<file path="src/rtl/util_1553_pack_pkg.sv">
// Shared types and constants for the 1553-word to UART byte packer.
// UTIL_1553_WORD_TO_UART_PACK_CHKSUM_EN adds the trailing XOR checksum state.
package util_1553_pack_pkg;

  typedef enum logic [2:0] {
    ST_IDLE,
    ST_HDR,
    ST_DHI,
`ifdef UTIL_1553_WORD_TO_UART_PACK_CHKSUM_EN
    ST_DLO,
    ST_CHK
`else
    ST_DLO
`endif
  } state_t;

  localparam logic [1:0] SYNC_CMD_STAT = 2'b01;
  localparam logic [1:0] SYNC_DATA     = 2'b10;

  localparam logic [2:0] DEFAULT_HEADER_MARKER = 3'b101;

  localparam int FRAME_LEN_BASE = 3;
  localparam int FRAME_LEN_CHK  = 4;

`ifdef UTIL_1553_WORD_TO_UART_PACK_CHKSUM_EN
  localparam int     FRAME_LEN  = FRAME_LEN_CHK;
  localparam state_t LAST_STATE = ST_CHK;
`else
  localparam int     FRAME_LEN  = FRAME_LEN_BASE;
  localparam state_t LAST_STATE = ST_DLO;
`endif

  function automatic logic is_valid_sync(input logic [1:0] sync);
    return (sync == SYNC_CMD_STAT) || (sync == SYNC_DATA);
  endfunction

  // Invalid sync types that are forwarded carry type code 00 in the header.
  function automatic logic [7:0] make_header(input logic [2:0] marker, input logic [2:0] tuser);
    logic [1:0] code;
    code = is_valid_sync(tuser[1:0]) ? tuser[1:0] : 2'b00;
    return {marker, tuser[2], 2'b00, code};
  endfunction

endpackage

</file>
<file path="src/rtl/util_1553_word_to_uart_pack.sv">
// Serializes one decoded 1553 word per AXIS beat into a header/data-hi/data-lo byte frame.
// Defining UTIL_1553_WORD_TO_UART_PACK_CHKSUM_EN appends an XOR checksum byte.
module util_1553_word_to_uart_pack
  import util_1553_pack_pkg::*;
#(
  parameter logic [2:0] header_marker = DEFAULT_HEADER_MARKER,
  parameter bit         drop_invalid  = 1'b1
) (
  input  logic        aclk,
  input  logic        arstn,
  input  logic [15:0] s_axis_tdata,
  input  logic [2:0]  s_axis_tuser,
  input  logic        s_axis_tvalid,
  output logic        s_axis_tready,
  output logic [7:0]  m_axis_tdata,
  output logic        m_axis_tvalid,
  input  logic        m_axis_tready,
  output logic [7:0]  drop_count
);

  state_t      state_reg, state_next;
  logic [15:0] data_reg, data_next;
  logic [7:0]  tdata_reg, tdata_next;
  logic        tvalid_reg, tvalid_next;
  logic [7:0]  drop_count_reg;
`ifdef UTIL_1553_WORD_TO_UART_PACK_CHKSUM_EN
  logic [7:0]  hdr_reg, hdr_next;
`endif

  logic       accept, drop, frame_start, handshake;
  logic [7:0] new_hdr;

  // Ready is gated by reset so no word is taken while arstn is low.
  assign s_axis_tready = arstn & ((state_reg == ST_IDLE) ||
                                  ((state_reg == LAST_STATE) && m_axis_tready));
  assign accept      = s_axis_tvalid & s_axis_tready;
  assign drop        = accept & drop_invalid & ~is_valid_sync(s_axis_tuser[1:0]);
  assign frame_start = accept & ~drop;
  assign handshake   = tvalid_reg & m_axis_tready;
  assign new_hdr     = make_header(header_marker, s_axis_tuser);

  always_comb begin
    state_next  = state_reg;
    data_next   = data_reg;
    tdata_next  = tdata_reg;
    tvalid_next = tvalid_reg;
`ifdef UTIL_1553_WORD_TO_UART_PACK_CHKSUM_EN
    hdr_next    = hdr_reg;
`endif
    case (state_reg)
      ST_IDLE: begin
        if (frame_start) begin
          state_next  = ST_HDR;
          data_next   = s_axis_tdata;
          tdata_next  = new_hdr;
          tvalid_next = 1'b1;
`ifdef UTIL_1553_WORD_TO_UART_PACK_CHKSUM_EN
          hdr_next    = new_hdr;
`endif
        end
      end
      ST_HDR: begin
        if (handshake) begin
          state_next = ST_DHI;
          tdata_next = data_reg[15:8];
        end
      end
      ST_DHI: begin
        if (handshake) begin
          state_next = ST_DLO;
          tdata_next = data_reg[7:0];
        end
      end
`ifdef UTIL_1553_WORD_TO_UART_PACK_CHKSUM_EN
      ST_DLO: begin
        if (handshake) begin
          state_next = ST_CHK;
          tdata_next = hdr_reg ^ data_reg[15:8] ^ data_reg[7:0];
        end
      end
      ST_CHK: begin
`else
      ST_DLO: begin
`endif
        // Last byte: chain straight into the next frame when a word arrives.
        if (handshake) begin
          if (frame_start) begin
            state_next  = ST_HDR;
            data_next   = s_axis_tdata;
            tdata_next  = new_hdr;
            tvalid_next = 1'b1;
`ifdef UTIL_1553_WORD_TO_UART_PACK_CHKSUM_EN
            hdr_next    = new_hdr;
`endif
          end else begin
            state_next  = ST_IDLE;
            tvalid_next = 1'b0;
          end
        end
      end
      default: begin
        state_next  = ST_IDLE;
        tvalid_next = 1'b0;
      end
    endcase
  end

  always_ff @(posedge aclk or negedge arstn) begin
    if (!arstn) begin
      state_reg      <= ST_IDLE;
      data_reg       <= '0;
      tdata_reg      <= '0;
      tvalid_reg     <= 1'b0;
      drop_count_reg <= '0;
`ifdef UTIL_1553_WORD_TO_UART_PACK_CHKSUM_EN
      hdr_reg        <= '0;
`endif
    end else begin
      state_reg  <= state_next;
      data_reg   <= data_next;
      tdata_reg  <= tdata_next;
      tvalid_reg <= tvalid_next;
`ifdef UTIL_1553_WORD_TO_UART_PACK_CHKSUM_EN
      hdr_reg    <= hdr_next;
`endif
      if (drop && (drop_count_reg != 8'hFF)) begin
        drop_count_reg <= drop_count_reg + 8'd1;
      end
    end
  end

  assign m_axis_tdata  = tdata_reg;
  assign m_axis_tvalid = tvalid_reg;
  assign drop_count    = drop_count_reg;

endmodule
</file>
<file path="config.mk">
export PLATFORM = sky130hd
export DESIGN_NAME = util_1553_word_to_uart_pack
export DESIGN_NICKNAME = d
export VERILOG_FILES = /design/src/rtl/util_1553_pack_pkg.sv /design/src/rtl/util_1553_word_to_uart_pack.sv
export SDC_FILE = /design/constraint.sdc
export NUM_CORES = 1
export LEC_CHECK = 0
export BUFFER_PORTS_ARGS = -buffer_cell sky130_fd_sc_hd__buf_2
export CORE_MARGIN = 3
export CORE_UTILIZATION = 53
export DETAILED_ROUTE_END_ITERATION = 7
export HOLD_SLACK_MARGIN = 0.08
export PLACE_DENSITY = 0.79
export SLEW_MARGIN = 40
export SYNTH_ARGS = -nofsm -noshare
export SYNTH_HDL_FRONTEND = slang
export SYNTH_SLANG_ARGS = --single-unit
</file>
<file path="constraint.sdc">
create_clock -name aclk -period 2.3 [get_ports aclk]
set_input_delay 0.46 -clock aclk [delete_from_list [all_inputs] [get_ports aclk]]
set_output_delay 0.46 -clock aclk [all_outputs]
set_load 0.01 [all_outputs]
</file>
### Word-level counts from Yosys, hierarchy flattened

Cells that the tools add are included.

| cells by class | value |
|---|---|
| bitwise gates (word level) | 8 |
| muxes and demuxes | 19 |
| eq/ne operators | 10 |
| reductions and logical operators | 12 |
| add/subtract/negate cells | 1 |

Operator list:

| cell | number |
|---|---|
| 16-bit two-way mux | 2 |
| 8-bit two-way mux | 4 |
| 16-bit one-hot mux with 2 select lines | 1 |
| 8-bit one-hot mux with 4 select lines | 1 |
| 3-bit two-way mux | 4 |
| 3-bit one-hot mux with 4 select lines | 1 |
| 8-bit by 1-bit adder with 8-bit output, second input constant | 1 |
| 2-bit inequality test, second input constant | 4 |
| 8-bit inequality test, second input constant | 1 |
| 4-bit AND reduction | 2 |
| 3-bit by 2-bit == test with 1-bit output, second input constant | 2 |
| 1-bit AND | 5 |
| 1-bit two-way mux | 4 |
| 4-bit nonzero test | 1 |
| 3-bit by 1-bit == test with 1-bit output, second input constant | 1 |
| 3-bit logical NOT | 1 |
| 1-bit inverter | 3 |
| 1-bit one-hot mux with 3 select lines | 1 |
| 3-bit AND reduction | 1 |
| 2-bit by 1-bit == test with 1-bit output, second input constant | 1 |
| 2-bit == test, second input constant | 1 |
| 1-bit logical AND | 2 |
| 1-bit logical OR | 2 |
| 2-bit two-way mux | 1 |
| 3 further kinds | 3 |

| storage, ports and cells | value |
|---|---|
| input port bits | 23 |
| output and inout bits | 18 |
| word-level logic and storage cells | 55 |
| bits in registers | 36 |

### Depth between registers and ports, before layout

Gate-level depths: netlist (run 1).

| depth | value |
|---|---|
| word-level depth | 11 |
| gate-level depth with buffers | 8 |
| mapped depth without buffers | 6 |

### Worst setup path after synthesis (run 1)

OpenSTA, ideal clock, no wires.

| path | value |
|---|---|
| kind | input port to flip-flop |
| from | in s_axis_tuser[0] |
| to | reg data_reg[10] |
| setup slack | 0.371 ns |
| data arrival time | 1.804 ns |
| library setup time | 0.125 ns |
| stages | 7 |
| cell sequence | inv_1 ha_1 nor3_4 and2_1 buf_6 buf_12 mux2_2 |

| on the way | value |
|---|---|
| word-level cells in the longest chain between the ends | 9 |

RTL lines:

| item | RTL line | RTL |
|---|---|---|
| start, declared | util_1553_word_to_uart_pack.sv:12 | `input logic [2:0] s_axis_tuser,` |
| 2-bit by 1-bit == test with 1-bit output / 2-bit == test (equally long branches) | util_1553_pack_pkg.sv:34 | `return (sync == SYNC_CMD_STAT) \|\| (sync == SYNC_DATA);` |
| 1-bit logical OR * | util_1553_pack_pkg.sv:34 |  |
| 1-bit inverter * | util_1553_word_to_uart_pack.sv:37 | `assign drop = accept & drop_invalid & ~is_valid_sync(s_axis_tuser[1:0]);` |
| 1-bit AND * | util_1553_word_to_uart_pack.sv:37 |  |
| 1-bit inverter * | util_1553_word_to_uart_pack.sv:38 | `assign frame_start = accept & ~drop;` |
| 1-bit AND * | util_1553_word_to_uart_pack.sv:38 |  |
| 16-bit two-way mux * | - |  |
| 16-bit two-way mux | - |  |
| 16-bit one-hot mux with 2 select lines * | - |  |
| end signal, assigned | util_1553_word_to_uart_pack.sv:120 | `data_reg <= data_next;` |
| end, declared | util_1553_word_to_uart_pack.sv:22 | `logic [15:0] data_reg, data_next;` |

Every way passes the cells marked *; elsewhere a longest branch is shown, timed or not. The select of a mux whose other input is x is not followed.
A chain may end at the register's enable or synchronous reset.

### Final worst setup path (run 1)

| path | value |
|---|---|
| from | in arstn |
| to | out s_axis_tready |

| on the way | value |
|---|---|
| word-level cells in the longest chain between the ends | 1 |

RTL lines:

| item | RTL line | RTL |
|---|---|---|
| start, declared | util_1553_word_to_uart_pack.sv:10 | `input logic arstn,` |
| 1-bit AND | util_1553_word_to_uart_pack.sv:34 | `assign s_axis_tready = arstn & ((state_reg == ST_IDLE) \|\|` |
| end, declared | util_1553_word_to_uart_pack.sv:14 | `output logic s_axis_tready,` |

No other way between the ends.

==> flow_summary.yaml, run 1 <==
run_status:
  status: "finished clean"
power_and_ir_drop:
  power.density_nw_per_um2: 475
  vdd_drop_max_v: 0.000394
  power.leakage_nw: 1.10
yosys:
  syn_nets: 173
  synth-seq-cells: 35
  synthCells: 143
  yosysTopAreaCell: "dfrtp_1"
  ys_types: 30
  ys_warn_count: 0
  yosysTopAreaCellShare: 0.501
  ys_seq_area_frac: 0.501
  syn_avg_cell_area_um2: 12.2
  netlist_top_cells_area: "dfrtp_1 50%, mux2_2 18%, ha_1 5.0%, a22oi_1 3.4%, nand2_1 2.8%"
  netlist_area_um2: 1750
detailed_routing:
  initialDrtViolationCount: 68
  drt-wirelength-per-cell_um: 14.8
  totalWireLength_mm: 3.51
  drcViolationCount: 0
  avgViaCountPerCell: 5.42
  via_count: 1285
  drt-pass1-iter-count: 5
  antenna_left: 0
critical_path:
  crit_family: "buffers and inverters"
  cp_slowest_cell: "dlygate4sd3_1"
  crit_chain: "dlygate4sd3_1 -> buf_2 -> buf_4 -> nor2b_1 -> buf_2"
  worstSetupPathType: "primary input to output port"
  critPathLaunchType: "primary input"
  slowest_delay_ns: 0.52
  cp_num_buf_inv: 4
  r2r_cells: 7
  crit_cells: 5
  cp.arrival_ns: 1.70
  cp.required_ns: 1.84
  cp_common_cell: "buf_2"
  cp-end-kind: "output port"
  path_max_fanout: 24
layout:
  largest_register_ffs: 16
  drive_gt1_frac: 0.430
  final_nets: 222
  areaGrowthSynthToFinish_pct: 17.7
  antenna_cells: 0
  fin_cells: 237
place:
  hpwl_mm: 2.55
  dp_cells: 228
  portBuffers: 40
  globalplace.congestion: 0.936
cts:
  clk_transition_reported_paths_ns: 0.10
  htree_levels: 2
  clk_path_buf_depth: 2
  cts_made_buffers: 5
  cts_setup_buffers: 0
  hold_buffers: 1
  cts_resized: 0
  ctsRootBufferMaster: "clkbuf_4"
  clk_latency_ns: 0.34
  tritoncts: "yes"
  cts.sinks: 35
die:
  initial_core_util: 0.564
  ioPinCount: 41
  die_w_um: 63.5
  die-area_um2: 4030
  die_h_um: 63.5
  rows: 20
  coreArea_um2: 3100
timing:
  setup-tns-final_ns: 0
  finalSetupViolCount: 0
  fin_skew_ns: 0.00513
  slew_headroom: 0.606
  tightest_slew_ns: 0.587
  rsz0062_at_grt: "no"
  holdWs_ns: 0.342
  max_freq_ghz: 0.463
  fin_crit_ns: 2.16
  fin_crit_sh: 0.940
  drv_slew: 0
  hold_viol_final: 0
global_routing:
  gr-usage-all-layers: 0.199
  antenna_found_initial: 0
  grt_start_max_net_pins: 25
  overflow: 0
  grt_pass1_wl_mm: 6.11
  grt_pass1_vias: 1297
worst_hold_path:
  hold_depth: 2
  holdCritPathClass: "primary input to flop"
flow_run:
  cap_violations: 0
-- layout make-up --
type | instances | area (µm²)
Clock buffer | 7 | 45.0
Clock inverter | 1 | 5.00
Fill cell | 258 | 1040
Inverter | 4 | 15.0
Multi-Input combinational cell | 99 | 808
Sequential cell | 35 | 876
Tap cell | 44 | 55.1
Timing Repair Buffer | 47 | 255
-- where the power goes --
group	switching, mW	internal, mW	leakage, nW	total (mW)
Combinational	0.0256	0.0196	0.583	0.0452
Sequential	0	0.615	0.484	0.615
Clock	0.199	0.119	0.0293	0.318
-- final timing paths --
check | startpoint | to | slack (ns)
hold reg to reg | m_axis_tdata[4] | m_axis_tdata[4] | 0.52
max in group asynchronous | arstn | drop_count[0] | 1.41
setup / recovery | arstn | s_axis_tready | 0.14
hold / removal | s_axis_tdata[6] | data_reg[6] | 0.34
setup reg to reg | state_reg[0] | data_reg[1] | 0.25
min in group asynchronous | arstn | state_reg[1] | 0.59
-- cell usage in the layout, fill, tap and decap left out, drive strengths merged, types with 2 or more instances in the layout --
cell	synthesis	layout
buf	3	46
dfrtp	35	35
mux2	28	28
nand2	13	13
a22oi	8	8
ha	7	7
clkbuf	2	7
nor2	6	6
nor2b	5	5
a21oi	5	5
inv	4	4
nand3	4	4
nor3	4	4
xor2	3	3
o31ai	3	3
o21ai	2	2
and2	2	2
-- kinds of logic after synthesis --
group / share of synthesized area
compound gates: 0.0908
flops: 0.501
mux: 0.180
xor+xnor: 0.0200
simple gates: 0.121
buf+inv: 0.0372
fa+ha+maj: 0.0501
-- cells in the mapped netlist (all sizes together) --
library cell and number:
a21oi 5, a22oi 8, a32oi 1, and2 2, and4 1, buf 3
clkbuf 2, dfrtp 35, ha 7, inv 4, mux2 28, nand2 13
nand2b 1, nand3 4, nand3b 1, nor2 6, nor2b 5, nor3 4
nor3b 1, nor4 1, nor4b 1, o21a 1, o21ai 2, o31ai 3
xnor2 1, xor2 3
-- routing by layer --
layer | track usage | vias up | routed length [µm] | part of all wire
met4 | 0.108 | 0 | 125 | 0.036
met1 | 0.252 | 618 | 1560 | 0.44
met2 | 0.313 | 43 | 1670 | 0.47
met5 | 0 | - | 0 | 0
li1 | - | 608 | - | -
met3 | 0.0463 | 16 | 158 | 0.045
-- per-stage QoR --
stage	setup slack (ns)	util	power, mW	area (µm²)
global route	0.0358	0.664	1.02	2060
CTS	0.107	0.664	0.989	2060
floorplan	0.371	-	0.634	1750
global placement	0.243	0.644	0.670	2000
detailed placement	0.154	0.644	0.672	2000
finish	0.139	0.664	0.978	2060
(Power assumes the default switching activity.)
==> inputs of run 2 (changes only) <==
--- a/config.mk
+++ b/config.mk
@@ -8,6 +8,7 @@
 export BUFFER_PORTS_ARGS = -buffer_cell sky130_fd_sc_hd__buf_2
 export CORE_MARGIN = 3
 export CORE_UTILIZATION = 53
+export CTS_BUF_LIST = sky130_fd_sc_hd__clkbuf_4 sky130_fd_sc_hd__clkbuf_8 sky130_fd_sc_hd__clkbuf_16
 export DETAILED_ROUTE_END_ITERATION = 7
 export HOLD_SLACK_MARGIN = 0.08
 export PLACE_DENSITY = 0.79
==> run 2 against run 1 <==
Clock skew is 0.0016 ns higher. Clock-buffer cell count is the same. Maximum frequency increased by 0.11%. Via count is 0.54% lower. Global-route usage decreased by 0.24 points. Sequential share of layout area decreased by 0.15 points. Largest power group unchanged. Largest cell class unchanged. Worst hold slack improved by 0.0034 ns. Wire length shrank 1.6%. Utilization increased by 0.24 points.
==> flow_summary.yaml, run 2 (same netlist as run 1, synthesis figures left out) <==
layout:
  stdcell_area_um2: 2070
  antenna_cells: 0
  areaGrowthSynthToFinish_pct: 18.2
  postLayoutCoreUtil: 0.666
  final_nets: 222
  final_cell_mix: "40 x buf_2, 35 x dfrtp_1, 28 x mux2_2"
  final_common_cell: "buf_2"
  fillers: 256
  largest_register_ffs: 16
  drive_gt1_frac: 0.440
place:
  hpwl_mm: 2.55
  portBuffers: 40
  place_area_um2: 2000
  globalplace.congestion: 0.936
cts:
  htree_levels: 2
  ctsRootBufferMaster: "clkbuf_4"
  clk_path_buf_depth: 2
  clk_transition_reported_paths_ns: 0.10
  clk_latency_ns: 0.34
  cts.sinks: 35
  cts_resized: 0
  tritoncts: "yes"
  cts_setup_buffers: 0
  cts_made_buffers: 5
  hold_buffers: 1
detailed_routing:
  via_count: 1278
  dr_wl_met3_um: 150
  drt-met1-wl_mm: 1.52
  antenna_left: 0
  routed.top_layer: "met4"
  drt-pass1-iter-count: 4
  avgViaCountPerCell: 5.39
  dr_wl_met2_mm: 1.65
  drcViolationCount: 0
  initialDrtViolationCount: 51
  drt-wirelength-per-cell_um: 14.6
  totalWireLength_mm: 3.46
timing:
  rsz0062_at_grt: "no"
  hold_viol_final: 0
  holdWs_ns: 0.346
  setup-tns-final_ns: 0
  tightest_slew_ns: 0.588
  fin_skew_ns: 0.00675
  slew_headroom: 0.605
  fin_crit_ns: 2.16
  drv_slew: 0
  finalSetupViolCount: 0
  max_freq_ghz: 0.463
  fin_crit_sh: 0.939
die:
  die_h_um: 63.5
  coreArea_um2: 3100
  ioPinCount: 41
  die_w_um: 63.5
  rows: 20
  die-area_um2: 4030
  initial_core_util: 0.564
power_and_ir_drop:
  intPower_mw: 0.777
  power.switching_mw: 0.223
  p_comb_frac: 0.045
  p_seq_frac: 0.615
  vdd_drop_max_v: 0.000398
  power.density_nw_per_um2: 484
  switching_share: 0.223
  power.leakage_nw: 1.10
  p_clk_frac: 0.340
flow_run:
  cap_violations: 0
global_routing:
  grt_start_max_net_pins: 25
  grt_pass1_wl_mm: 6.04
  antenna_found_initial: 0
  gr-usage-all-layers: 0.196
  grt_pass1_vias: 1281
  overflow: 0
critical_path:
  cp.required_ns: 1.84
  path_max_fanout: 24
  critPathLaunchType: "primary input"
  worstSetupPathType: "primary input to output port"
  cp-end-kind: "output port"
  cp.arrival_ns: 1.70
worst_hold_path:
  holdCritPathClass: "primary input to flop"
run_status:
  status: "finished clean"
run 2: final cells by class:
class                   instances  area (µm²)  share of cell area
clock inverters                 1        5.00             0.00242
flip-flops and latches         35         876               0.424
repair buffers                 47         255               0.123
clock buffers                   7        52.6              0.0254
well taps                      44        55.1              0.0266
multi-input cells              99         808               0.391
inverters                       4        15.0             0.00726
run 2: final timing paths:
kind | cells after the start | slack [ns] | endpoint | startpoint
worst min-delay path | 2 | 0.35 | data_reg[6] | s_axis_tdata[6]
max in group asynchronous | 3 | 1.41 | drop_count[0] | arstn
worst min register to register | 1 | 0.52 | data_reg[13] | data_reg[13]
worst max-delay path | 5 | 0.14 | s_axis_tready | arstn
worst max register to register | 7 | 0.26 | data_reg[1] | state_reg[0]
min in group asynchronous | 3 | 0.59 | state_reg[0] | arstn
run 2: power by group through the flow:
stage / registers, mW / clock network (mW) / logic, mW
after floorplan: 0.627 / 0 / 0.00711
after global placement: 0.627 / 0 / 0.0430
after detailed placement: 0.627 / 0 / 0.0450
after CTS: 0.615 / 0.352 / 0.0464
after global routing: 0.615 / 0.380 / 0.0514
final: 0.615 / 0.340 / 0.0449
run 2: stage by stage:
step,cells,power (mW),setup slack [ns]
global route,237,1.05,0.0358
finish,237,1.00,0.141
floorplan,143,0.634,0.371
CTS,237,1.01,0.107
detailed placement,228,0.672,0.154
global placement,228,0.670,0.243
run 2: layer usage:
metal  vias up  GRT usage
li1        608          -
met3        13     0.0463
met1       618      0.254
met2        39      0.302
met4         0      0.108
met5         -          0
run 2: worst max-delay path: stages:
cell,delay [ns]
dlygate4sd3_1,0.52
buf_2,0.12
buf_4,0.30
nor2b_1,0.17
buf_2,0.13
==> inputs of run 3 (changes only) <==
--- a/config.mk
+++ b/config.mk
@@ -7,12 +7,12 @@
 export LEC_CHECK = 0
 export BUFFER_PORTS_ARGS = -buffer_cell sky130_fd_sc_hd__buf_2
 export CORE_MARGIN = 3
-export CORE_UTILIZATION = 53
+export CORE_UTILIZATION = 50
 export CTS_BUF_LIST = sky130_fd_sc_hd__clkbuf_4 sky130_fd_sc_hd__clkbuf_8 sky130_fd_sc_hd__clkbuf_16
 export DETAILED_ROUTE_END_ITERATION = 7
 export HOLD_SLACK_MARGIN = 0.08
-export PLACE_DENSITY = 0.79
-export SLEW_MARGIN = 40
+export PLACE_DENSITY = 0.75
+export SLEW_MARGIN = 20
 export SYNTH_ARGS = -nofsm -noshare
 export SYNTH_HDL_FRONTEND = slang
 export SYNTH_SLANG_ARGS = --single-unit
==> run 3 against run 2 <==
Clock skew grew 0.0013 ns. Critical endpoint is now m_axis_tdata[1]. Highest routed layer unchanged. Flip-flop and latch count is the same. Worst hold slack lost 0.14 ns. Critical path type is now flop to flop.
==> flow_summary.yaml, run 3 (same netlist as run 1, synthesis figures left out) <==
layout:
  multiInputGateArea_um2: 808
  drive_gt1_frac: 0.440
  largest_register_ffs: 16
  fillers: 273
  seqCellArea_um2: 876
  final_common_cell: "buf_2"
  final_nets: 220
  areaGrowthSynthToFinish_pct: 17.2
  antenna_cells: 0
  final_cell_mix: "40 x buf_2, 35 x dfrtp_1, 28 x mux2_2"
cts:
  hold_buffers: 0
  cts_setup_buffers: 0
  clk_path_buf_depth: 2
  htree_levels: 2
  cts_resized: 0
  tritoncts: "yes"
  cts_made_buffers: 5
  clk_transition_reported_paths_ns: 0.10
  cts.sinks: 35
  ctsRootBufferMaster: "clkbuf_4"
  clk_latency_ns: 0.33
detailed_routing:
  drt-met1-wl_mm: 1.55
  dr_wl_met3_um: 192
  totalWireLength_mm: 3.28
  routed.top_layer: "met4"
  initialDrtViolationCount: 40
  drt-pass1-iter-count: 4
  via_count: 1244
  drcViolationCount: 0
  dr_wl_met2_mm: 1.52
  antenna_left: 0
  avgViaCountPerCell: 5.29
  drt-wirelength-per-cell_um: 13.9
critical_path:
  cp.arrival_ns: 2.26
  cp-end-kind: "flop"
  r2r_cells: 6
  cp_num_buf_inv: 1
  worstSetupPathType: "flop to flop"
  slowest_delay_ns: 0.45
  cp.required_ns: 2.51
  cp_slowest_cell: "o31ai_4"
  crit_cells: 6
  path_max_fanout: 8
  crit_chain: "inv_1 -> ha_1 -> a21oi_4 -> nor3_4 -> o31ai_4 -> mux2_2"
  critPathLaunchType: "flop"
  crit_family: "compound AO/OA/AOI/OAI gates"
worst_hold_path:
  holdCritPathClass: "primary input to asynchronous set/reset pin"
place:
  hpwl_mm: 2.45
  globalplace.congestion: 0.732
  portBuffers: 40
die:
  die-area_um2: 4240
  ioPinCount: 41
  rows: 20
  initial_core_util: 0.546
  coreArea_um2: 3200
  die_h_um: 65.1
  die_w_um: 65.1
global_routing:
  antenna_found_initial: 0
  overflow: 0
  grt_start_max_net_pins: 36
  grt_pass1_wl_mm: 5.45
  grt_pass1_vias: 1220
  gr-usage-all-layers: 0.169
power_and_ir_drop:
  intPower_mw: 0.762
  p_comb_frac: 0.042
  vdd_drop_max_v: 0.000456
  p_clk_frac: 0.333
  p_seq_frac: 0.625
  power.density_nw_per_um2: 480
  power.switching_mw: 0.221
  power.leakage_nw: 1.09
  switching_share: 0.225
timing:
  tightest_slew_ns: 0.544
  slew_headroom: 0.635
  fin_crit_sh: 0.890
  max_freq_ghz: 0.488
  fin_crit_ns: 2.05
  hold_viol_final: 0
  finalSetupViolCount: 0
  setup-tns-final_ns: 0
  fin_skew_ns: 0.00806
  holdWs_ns: 0.209
  drv_slew: 0
  rsz0062_at_grt: "no"
flow_run:
  cap_violations: 0
run_status:
  status: "finished clean"
==> run 3: final cells by class <==
class                      instances  share of cell area
timing repair buffer              45               0.116
clock inverter                     2             0.00610
tap                               44              0.0269
inverter                           4             0.00733
multi-input combinational         99               0.394
clock buffer                       6              0.0220
sequential                        35               0.427
==> run 3: path summary, 6_finish.rpt <==
kind | from | slack, ns | endpoint
worst min-delay path | arstn | 0.21 | m_axis_tdata[3]
worst min register to register | m_axis_tdata[3] | 0.51 | m_axis_tdata[3]
worst max register to register | state_reg[0] | 0.25 | m_axis_tdata[1]
min in group aclk | s_axis_tdata[1] | 0.36 | data_reg[1]
worst max-delay path | state_reg[0] | 0.25 | m_axis_tdata[1]
max in group asynchronous | arstn | 1.78 | drop_count[3]
==> run 3: worst reg2reg max path: stages, from the launching register on <==
cell	delay, ns
dfrtp_1	0.41
inv_1	0.10
ha_1	0.27
a21oi_4	0.23
nor3_4	0.09
o31ai_4	0.45
mux2_2	0.40
==> run 3: metrics by stage <==
step	worst slack, ns	instances	area (µm²)	util	total power [mW]
floorplan	0.371	143	1750	-	0.634
CTS	0.251	235	2050	0.640	1.00
global placement	0.228	227	1990	0.622	0.668
finish	0.252	235	2050	0.640	0.983
global route	0.158	235	2050	0.640	1.04
detailed placement	0.159	227	1990	0.622	0.670
==> run 3: power by group through the flow <==
stage | clock [mW] | combinational [mW] | sequential (mW)
floorplan | 0 | 0.00711 | 0.627
global placement | 0 | 0.0413 | 0.627
detailed placement | 0 | 0.0427 | 0.627
CTS | 0.344 | 0.0427 | 0.615
global route | 0.375 | 0.0475 | 0.615
finish | 0.327 | 0.0409 | 0.615
==> run 3: per-layer routing <==
layer  track usage  vias to the layer above
li1              -                      606
met1         0.211                      604
met5             0                        -
met2         0.280                       32
met3        0.0564                        2
met4        0.0466                        0
